**config.mk**
```make
export PLATFORM = sky130hd
export DESIGN_NAME = gf2m_inv_itoh_tsujii
export DESIGN_NICKNAME = d
export VERILOG_FILES = /design/src/rtl/gf2m_pkg.sv /design/src/rtl/gf2m_sqr.sv /design/src/rtl/gf2m_inv_itoh_tsujii.sv
export SDC_FILE = /design/constraint.sdc
export NUM_CORES = 1
export LEC_CHECK = 0
export ABC_AREA = 1
export BUFFER_PORTS_ARGS = -buffer_cell sky130_fd_sc_hd__clkbuf_2
export CAP_MARGIN = 40
export CORE_MARGIN = 2
export CORE_UTILIZATION = 40
export CTS_CLUSTER_SIZE = 40
export DETAILED_ROUTE_END_ITERATION = 16
export HOLD_SLACK_MARGIN = 0.03
export REMOVE_ABC_BUFFERS = 1
export SETUP_SLACK_MARGIN = 0.2
export SLEW_MARGIN = 20
export SYNTH_ARGS = -nofsm -noshare
export SYNTH_HDL_FRONTEND = slang
export SYNTH_SLANG_ARGS = --single-unit
```
**constraint.sdc**
```tcl
create_clock -name clk -period 3 [get_ports clk]
set_input_delay 0.15 -clock clk [delete_from_list [all_inputs] [get_ports clk]]
set_output_delay 0.15 -clock clk [all_outputs]
set_load 0.1 [all_outputs]
```
**src/rtl/gf2m_pkg.sv**
```systemverilog
// Shared definitions for the GF(2^m) arithmetic blocks.
//   GF_WIDTH / GF_K : default field degree m and middle-term exponent k of
//                     the trinomial f(x) = x^m + x^k + 1.
//   state_e         : inverter controller states.
//   step_e          : kind of chain step in flight (double or increment).
//   phase_e         : addition-chain phase versus the final squaring.
package gf2m_pkg;

    localparam int GF_WIDTH = 127;
    localparam int GF_K     = 1;

    typedef enum logic [2:0] {
        ST_IDLE     = 3'd0,
        ST_LOAD     = 3'd1,
        ST_SQR      = 3'd2,
        ST_MUL_REQ  = 3'd3,
        ST_MUL_WAIT = 3'd4,
        ST_FINAL    = 3'd5,
        ST_DONE     = 3'd6
    } state_e;

    typedef enum logic {
        STEP_DOUBLE = 1'b0,
        STEP_INCR   = 1'b1
    } step_e;

    typedef enum logic {
        PH_CHAIN = 1'b0,
        PH_FINAL = 1'b1
    } phase_e;

endpackage

```
**src/rtl/gf2m_sqr.sv**
```systemverilog
// Combinational squarer in GF(2^WIDTH), f(x) = x^WIDTH + x^k + 1.
// Operands use the multiplier bit ordering: bit WIDTH-1 holds the x^0
// coefficient, bit 0 holds x^(WIDTH-1).
//   p : field element to square
//   s : p^2 mod f(x)
module gf2m_sqr
    import gf2m_pkg::*;
#(
    parameter int WIDTH = GF_WIDTH,
    parameter int k     = GF_K
) (
    input  logic [WIDTH-1:0] p,
    output logic [WIDTH-1:0] s
);

    // Double-length square, indexed by natural exponent.
    logic [2*WIDTH-2:0] wide_s;

    // Spread coefficients to even exponents, then fold every term at or
    // above x^WIDTH back using x^WIDTH = x^k + 1. Folding runs from the top
    // down so a term folded into the upper half is itself folded later.
    always_comb begin
        wide_s = {(2*WIDTH-1){1'b0}};
        s      = {WIDTH{1'b0}};
        for (int i = 0; i < WIDTH; i++) begin
            wide_s[2*i] = p[WIDTH-1-i];
        end
        for (int d = 2*WIDTH-2; d >= WIDTH; d--) begin
            wide_s[d-WIDTH+k] = wide_s[d-WIDTH+k] ^ wide_s[d];
            wide_s[d-WIDTH]   = wide_s[d-WIDTH]   ^ wide_s[d];
            wide_s[d]         = 1'b0;
        end
        for (int i = 0; i < WIDTH; i++) begin
            s[WIDTH-1-i] = wide_s[i];
        end
    end

endmodule

```
**src/rtl/gf2m_inv_itoh_tsujii.sv**
```systemverilog
// Itoh-Tsujii inverter for GF(2^WIDTH), f(x) = x^WIDTH + x^k + 1.
// Squarings are done locally, one per cycle; multiplications are delegated
// to an attached digit-serial multiplier.
//   clk, rst_b          : clock, asynchronous active-low reset
//   start, op_a         : request and operand (sampled only when idle)
//   done, op_c          : completion pulse and a^-1 (held until next result)
//   zero_err            : op_a was zero; reported alongside done
//   mul_start/op_a/op_b : request to the multiplier, operands held until done
//   mul_done, mul_op_c  : multiplier completion and product
// Invariant: beta = a^(2^j - 1) after every completed chain step.
module gf2m_inv_itoh_tsujii
    import gf2m_pkg::*;
#(
    parameter int WIDTH = GF_WIDTH,
    parameter int k     = GF_K,
    parameter int EXP_W = $clog2(WIDTH)
) (
    input  logic             clk,
    input  logic             rst_b,
    input  logic             start,
    input  logic [WIDTH-1:0] op_a,
    output logic             done,
    output logic [WIDTH-1:0] op_c,
    output logic             zero_err,
    output logic             mul_start,
    output logic [WIDTH-1:0] mul_op_a,
    output logic [WIDTH-1:0] mul_op_b,
    input  logic             mul_done,
    input  logic [WIDTH-1:0] mul_op_c
);

    localparam int               PTR_W     = $clog2(EXP_W);
    // Chain exponent E = WIDTH-1; its MSB is implied by j = 1 at LOAD.
    localparam logic [EXP_W-1:0] E_VAL     = EXP_W'(WIDTH-1);
    localparam logic [EXP_W-1:0] CNT_ONE   = {{(EXP_W-1){1'b0}}, 1'b1};
    localparam logic [PTR_W-1:0] PTR_START = PTR_W'(EXP_W-2);
    localparam logic [PTR_W-1:0] PTR_ONE   = {{(PTR_W-1){1'b0}}, 1'b1};
    localparam logic [PTR_W-1:0] PTR_ZERO  = {PTR_W{1'b0}};
    localparam logic [WIDTH-1:0] ZERO_W    = {WIDTH{1'b0}};

    state_e             state_r,    state_nxt_s;
    step_e              step_r,     step_nxt_s;
    phase_e             phase_r,    phase_nxt_s;
    logic [WIDTH-1:0]   a_reg_r,    a_reg_nxt_s;
    logic [WIDTH-1:0]   beta_r,     beta_nxt_s;
    logic [WIDTH-1:0]   t_r,        t_nxt_s;
    logic [EXP_W-1:0]   j_r,        j_nxt_s;
    logic [EXP_W-1:0]   sqr_cnt_r,  sqr_cnt_nxt_s;
    logic [PTR_W-1:0]   ptr_r,      ptr_nxt_s;
    logic               done_r,     done_nxt_s;
    logic [WIDTH-1:0]   op_c_r,     op_c_nxt_s;
    logic               zero_err_r, zero_err_nxt_s;
    logic               mul_start_r, mul_start_nxt_s;
    logic [WIDTH-1:0]   mul_op_a_r, mul_op_a_nxt_s;
    logic [WIDTH-1:0]   mul_op_b_r, mul_op_b_nxt_s;

    logic [WIDTH-1:0]   sqr_s;
    logic               cur_bit_s;
    logic [EXP_W-1:0]   j_dbl_s;
    logic [EXP_W-1:0]   j_adv_s;

    gf2m_sqr #(
        .WIDTH (WIDTH),
        .k     (k)
    ) u_sqr (
        .p (beta_r),
        .s (sqr_s)
    );

    assign cur_bit_s = E_VAL[ptr_r];
    assign j_dbl_s   = {j_r[EXP_W-2:0], 1'b0};
    // j after the step that just finished in MUL_WAIT.
    assign j_adv_s   = (step_r == STEP_DOUBLE) ? j_dbl_s : (j_r + CNT_ONE);

    // Next-state and next-output logic for the chain controller.
    always_comb begin
        state_nxt_s     = state_r;
        step_nxt_s      = step_r;
        phase_nxt_s     = phase_r;
        a_reg_nxt_s     = a_reg_r;
        beta_nxt_s      = beta_r;
        t_nxt_s         = t_r;
        j_nxt_s         = j_r;
        sqr_cnt_nxt_s   = sqr_cnt_r;
        ptr_nxt_s       = ptr_r;
        done_nxt_s      = 1'b0;
        op_c_nxt_s      = op_c_r;
        zero_err_nxt_s  = zero_err_r;
        mul_start_nxt_s = 1'b0;
        mul_op_a_nxt_s  = mul_op_a_r;
        mul_op_b_nxt_s  = mul_op_b_r;

        case (state_r)
            ST_IDLE: begin
                if (start) begin
                    if (op_a == ZERO_W) begin
                        state_nxt_s    = ST_DONE;
                        done_nxt_s     = 1'b1;
                        op_c_nxt_s     = ZERO_W;
                        zero_err_nxt_s = 1'b1;
                    end else begin
                        a_reg_nxt_s = op_a;
                        state_nxt_s = ST_LOAD;
                    end
                end else begin
                    state_nxt_s = ST_IDLE;
                end
            end
            ST_LOAD: begin
                beta_nxt_s    = a_reg_r;
                t_nxt_s       = a_reg_r;
                j_nxt_s       = CNT_ONE;
                ptr_nxt_s     = PTR_START;
                step_nxt_s    = STEP_DOUBLE;
                phase_nxt_s   = PH_CHAIN;
                sqr_cnt_nxt_s = CNT_ONE;
                state_nxt_s   = ST_SQR;
            end
            ST_SQR: begin
                beta_nxt_s    = sqr_s;
                sqr_cnt_nxt_s = sqr_cnt_r - CNT_ONE;
                if (sqr_cnt_r == CNT_ONE) begin
                    if (phase_r == PH_FINAL) begin
                        // Result is registered with done so op_c is valid in the done cycle.
                        state_nxt_s    = ST_DONE;
                        done_nxt_s     = 1'b1;
                        op_c_nxt_s     = sqr_s;
                        zero_err_nxt_s = 1'b0;
                    end else begin
                        state_nxt_s     = ST_MUL_REQ;
                        mul_start_nxt_s = 1'b1;
                        mul_op_a_nxt_s  = sqr_s;
                        mul_op_b_nxt_s  = (step_r == STEP_DOUBLE) ? t_r : a_reg_r;
                    end
                end else begin
                    state_nxt_s = ST_SQR;
                end
            end
            ST_MUL_REQ: begin
                state_nxt_s = ST_MUL_WAIT;
            end
            ST_MUL_WAIT: begin
                if (mul_done) begin
                    beta_nxt_s = mul_op_c;
                    if ((step_r == STEP_DOUBLE) && cur_bit_s) begin
                        j_nxt_s       = j_dbl_s;
                        step_nxt_s    = STEP_INCR;
                        sqr_cnt_nxt_s = CNT_ONE;
                        state_nxt_s   = ST_SQR;
                    end else begin
                        j_nxt_s     = j_adv_s;
                        state_nxt_s = ST_SQR;
                        if (ptr_r != PTR_ZERO) begin
                            ptr_nxt_s     = ptr_r - PTR_ONE;
                            step_nxt_s    = STEP_DOUBLE;
                            sqr_cnt_nxt_s = j_adv_s;
                            t_nxt_s       = mul_op_c;
                        end else begin
                            sqr_cnt_nxt_s = CNT_ONE;
                            phase_nxt_s   = PH_FINAL;
                        end
                    end
                end else begin
                    state_nxt_s = ST_MUL_WAIT;
                end
            end
            ST_DONE: begin
                state_nxt_s = ST_IDLE;
            end
            default: begin
                // ST_FINAL is a reserved encoding; recover to idle.
                state_nxt_s = ST_IDLE;
            end
        endcase
    end

    // State and datapath registers with asynchronous clear.
    always_ff @(posedge clk or negedge rst_b) begin
        if (!rst_b) begin
            state_r     <= ST_IDLE;
            step_r      <= STEP_DOUBLE;
            phase_r     <= PH_CHAIN;
            a_reg_r     <= {WIDTH{1'b0}};
            beta_r      <= {WIDTH{1'b0}};
            t_r         <= {WIDTH{1'b0}};
            j_r         <= {EXP_W{1'b0}};
            sqr_cnt_r   <= {EXP_W{1'b0}};
            ptr_r       <= {PTR_W{1'b0}};
            done_r      <= 1'b0;
            op_c_r      <= {WIDTH{1'b0}};
            zero_err_r  <= 1'b0;
            mul_start_r <= 1'b0;
            mul_op_a_r  <= {WIDTH{1'b0}};
            mul_op_b_r  <= {WIDTH{1'b0}};
        end else begin
            state_r     <= state_nxt_s;
            step_r      <= step_nxt_s;
            phase_r     <= phase_nxt_s;
            a_reg_r     <= a_reg_nxt_s;
            beta_r      <= beta_nxt_s;
            t_r         <= t_nxt_s;
            j_r         <= j_nxt_s;
            sqr_cnt_r   <= sqr_cnt_nxt_s;
            ptr_r       <= ptr_nxt_s;
            done_r      <= done_nxt_s;
            op_c_r      <= op_c_nxt_s;
            zero_err_r  <= zero_err_nxt_s;
            mul_start_r <= mul_start_nxt_s;
            mul_op_a_r  <= mul_op_a_nxt_s;
            mul_op_b_r  <= mul_op_b_nxt_s;
        end
    end

    assign done      = done_r;
    assign op_c      = op_c_r;
    assign zero_err  = zero_err_r;
    assign mul_start = mul_start_r;
    assign mul_op_a  = mul_op_a_r;
    assign mul_op_b  = mul_op_b_r;

endmodule
```
==> results.md <==
- The cell area after synthesis is 34,800 um2.
- The worst path meets setup with 0.337 ns of slack.
- Among all cell types in the netlist, the one instantiated most often is sky130_fd_sc_hd__nand2_1.
- The count of maximum capacitance violations is 0.
- The mux share of post-synthesis cell area is 0%.
- The number of global-route vias before repair was 31,302.
- The synthesized-area fraction occupied by xor and xnor cells is 1.71%.
- The length of the first detailed-routing pass in iterations is 7.
- The dominant combinational cell family by area after synthesis is simple AND/OR/NAND/NOR gates.
- The fraction of registers with async set/reset is 100%.
- Across the routed clock network, the largest skew measured is 0.0263 ns.
- The share of the synthesized area in compound gates (AO/OA/AOI/OAI) is 12.8%.
- Setup repair after global routing left no endpoint under its margin.
- The buffer type at the clock tree root is sky130_fd_sc_hd__clkbuf_16.
- Summed over all layers, the global routing overflow is 0.
- The number of primary I/O pins is 642.
- Summed over all instances, the cell type with the most area after synthesis is sky130_fd_sc_hd__dfrtp_1.
- The worst setup slack before clock tree synthesis is 0.300 ns.
- The worst slew slack as a fraction of its limit is 33.6%.
- Buffers placed on the I/O ports in this run total 641.
- The worst hold path class is in -> async.
- In the routed layout, each cell is associated on average with a via count of 5.33.
- The detailed-route wire length per cell is 21.9 um.
- The number of setup buffers added after CTS is 0.
- The total global-route track usage is 29.5%.
- The clock input transition at the sequential cells of the worst setup and hold paths is 0.06 ns.
- The detailed placer's ending HPWL is 89.3 mm.
- The floorplan step defined a die boundary enclosing 89,300 um2.
- The final setup violation count is 0.
- The first global-routing pass estimated 201 mm of wire.
- The shortest clock period the worst path allows after layout is 2.66 ns.
- Ranked by instance count, the synthesized netlist is headed by sky130_fd_sc_hd__nand2_1, sky130_fd_sc_hd__dfrtp_1, sky130_fd_sc_hd__nor2_1.
- Entering global routing, the biggest net connects 147 pins.
- The fraction of layout instances using a drive strength above 1 is 18.3%.
- The kind of capture point of the worst setup path is a flop.
- The via count is 32,639.
- The final wirelength is 134 mm.
- The iteration-0 DRC count of the detailed router is 3,018.
- The clock tree buffer depth is 3.
- For the worst setup path, the data required time is 3.55 ns.
- Yosys mapped the design onto 30 distinct sky130hd cell types.
- The latest clock arrival within the worst-skew pair is 0.64 ns.
- The die boundary width is 299 um.
- The pin slew with the least headroom to its limit is 0.996 ns.
- Timing would allow up to 375 MHz.
- After synthesis, flip-flops and latches occupy 56.6% of the total area.
- After Yosys synthesis, full adders, half adders and majority gates account for 0.180% of the synthesized area.
- The die is 299 um tall.
- The number of placement rows is 108.
- The number of flip-flops and latches in the synthesized netlist is 787.
- The clock sink count is 787.
- The synthesized netlist devotes 23.0% of its cell area to simple gates.
- The H-tree depth reported by CTS is 3.
- From synthesis to final layout, the design area changed by 29.7%.
- The post-detailed-route count of antenna-violating nets is 0.
- The synthesized netlist cell count is 4,099.
- The highest fanout seen on the critical path is 146.
- The routability congestion estimate from global placement is 0.878.
- The flow ran to the end, and the final reports show no timing, DRC or antenna violations.
- The classification of the worst setup path is reg -> reg.
- The count of flip-flops with a built-in enable after synthesis is 0.
- In this run the standard cell core region covers 86,500 um2.
- STA classifies the critical path startpoint as a flop.
- The CTS tree is built.
- The total count of max-transition violations in the final report is 0.
- The most used flip-flop cell after synthesis is sky130_fd_sc_hd__dfrtp_1.
- The post-route clock period utilization is 88.8%.
- By area the synthesized netlist is led by sky130_fd_sc_hd__dfrtp_1, sky130_fd_sc_hd__nand2_1, sky130_fd_sc_hd__nor2_1.
- The count of final hold-check violations is 0.
- The mean cell area of the mapped netlist is 8.49 um2.
- At the end of the flow, the number of nets in the layout was 5,150.
- The count of synthesis-stage warnings from yosys is 0.
- The number of antenna violations at the first check in global routing is 5.
- The number of remaining DRC errors is 0.
- The synthesized design devotes to its leading area cell type 56.6% of total area.
- The worst path arrival time is 3.21 ns.
- The number of buffers inserted during clock tree synthesis is 88.
- The initial utilization of the core area, before any placement, comes to 40.2%.
==> metal layers <==
| layer | global-route usage, % | up-vias | share of wire (%) |
|---|---|---|---|
| li1 | - | 15122 | - |
| met1 | 40.4 | 15773 | 42 |
| met2 | 47.2 | 1477 | 47 |
| met3 | 4.54 | 267 | 7.5 |
| met4 | 11.8 | 0 | 4.1 |
| met5 | 0 | - | 0 |
==> cell families after synthesis <==
| kind of cell | after synthesis |
|---|---|
| xor+xnor | 68 |
| flops | 787 |
| fa+ha+maj | 5 |
| buf+inv | 459 |
| compound gates | 743 |
| simple gates | 2037 |
==> worst max-delay path: stages (launching register included) <==
cell	delay [ns]
sky130_fd_sc_hd__dfrtp_1	0.42
sky130_fd_sc_hd__nor2_2	0.32
sky130_fd_sc_hd__nand2_8	0.11
sky130_fd_sc_hd__inv_8	0.08
sky130_fd_sc_hd__buf_16	0.39
sky130_fd_sc_hd__buf_6	0.36
sky130_fd_sc_hd__nand2_1	0.12
sky130_fd_sc_hd__o221ai_1	0.21
sky130_fd_sc_hd__nand2_1	0.09
sky130_fd_sc_hd__o21ai_1	0.09
==> cell usage in the layout, fill, tap and decap left out, types with 3 or more instances in the layout <==
cell type                          n
sky130_fd_sc_hd__xnor2_1          63
sky130_fd_sc_hd__xor2_1            5
sky130_fd_sc_hd__inv_2             5
sky130_fd_sc_hd__buf_12           38
sky130_fd_sc_hd__a21oi_1           3
sky130_fd_sc_hd__dlygate4sd3_1   256
sky130_fd_sc_hd__clkbuf_8         21
sky130_fd_sc_hd__o22ai_1           6
sky130_fd_sc_hd__nor2_1          409
sky130_fd_sc_hd__nand2_1        1347
sky130_fd_sc_hd__inv_6             5
sky130_fd_sc_hd__nand4_1           3
sky130_fd_sc_hd__inv_8             3
sky130_fd_sc_hd__dfrtp_1         786
sky130_fd_sc_hd__o21ai_1         235
sky130_fd_sc_hd__diode_2           5
sky130_fd_sc_hd__ha_1              5
sky130_fd_sc_hd__o221ai_1         63
sky130_fd_sc_hd__a221oi_1         63
sky130_fd_sc_hd__clkbuf_2        640
sky130_fd_sc_hd__clkbuf_1         20
sky130_fd_sc_hd__nor3_1            5
sky130_fd_sc_hd__buf_4            52
sky130_fd_sc_hd__buf_16            5
sky130_fd_sc_hd__bufinv_16         7
sky130_fd_sc_hd__inv_1           151
sky130_fd_sc_hd__clkinv_8          3
sky130_fd_sc_hd__clkbuf_16        90
sky130_fd_sc_hd__clkinv_2         15
sky130_fd_sc_hd__a31oi_1         192
sky130_fd_sc_hd__o21ai_0         175
sky130_fd_sc_hd__nand3_1         261
==> state kept, by name (all words and copies together), names as in the netlist, 3 cells and up <==
register / flops
a_reg_r: 127
beta_r: 127
j_r: 7
mul_op_a: 127
mul_op_b: 127
op_c: 127
ptr_r: 3
sqr_cnt_r: 7
state_r: 3
t_r: 127
==> per-stage QoR <==
stage               util [%]  std cells  TNS (ns)  instance area [um2]  hold slack, ns
detailed placement      45.7       5695         0                39500           0.184
global placement        45.5       5691         0                39400           0.190
global route            52.2       6118         0                45100           0.118
CTS                     52.1       6113         0                45100          0.0901
floorplan                  -       3804  -4537.29                33400          -0.146
finish                  52.2       6119         0                45100           0.106
==> final timing paths <==
check | start | endpoint | slack (ns) | cells after the start
max | state_r[0] | beta_r[47] | 0.34 | 9
min | rst_b | a_reg_r[74] | 0.11 | 2
max reg2reg | state_r[0] | beta_r[47] | 0.34 | 9
min reg2reg | op_c[13] | op_c[13] | 0.47 | 2
max in group asynchronous | rst_b | t_r[110] | 1.85 | 4
min in group clk | start | a_reg_r[123] | 0.19 | 6
==> what timing repair did <==
action | 4_1_cts | 5_1_grt
hold endpoints to repair | 602 | 0
endpoints found under the setup margin | 0 | 6
hold buffers | 256 | 0
gates resized for setup | 0 | 2
==> area by class of cell <==
cell class / instances / area, um2
timing repair buffer: 993 / 7080
clock buffer: 131 / 2620
fill: 8105 / 41400
tap: 1155 / 1450
antenna: 5 / 12.5
sequential: 787 / 19700
multi-input combinational: 2853 / 13200
inverter: 164 / 658
clock inverter: 31 / 397
Power is left out: the tool's default activity adds up to more than one toggle a clock period on the data nets, which glitch-free logic cannot reach.
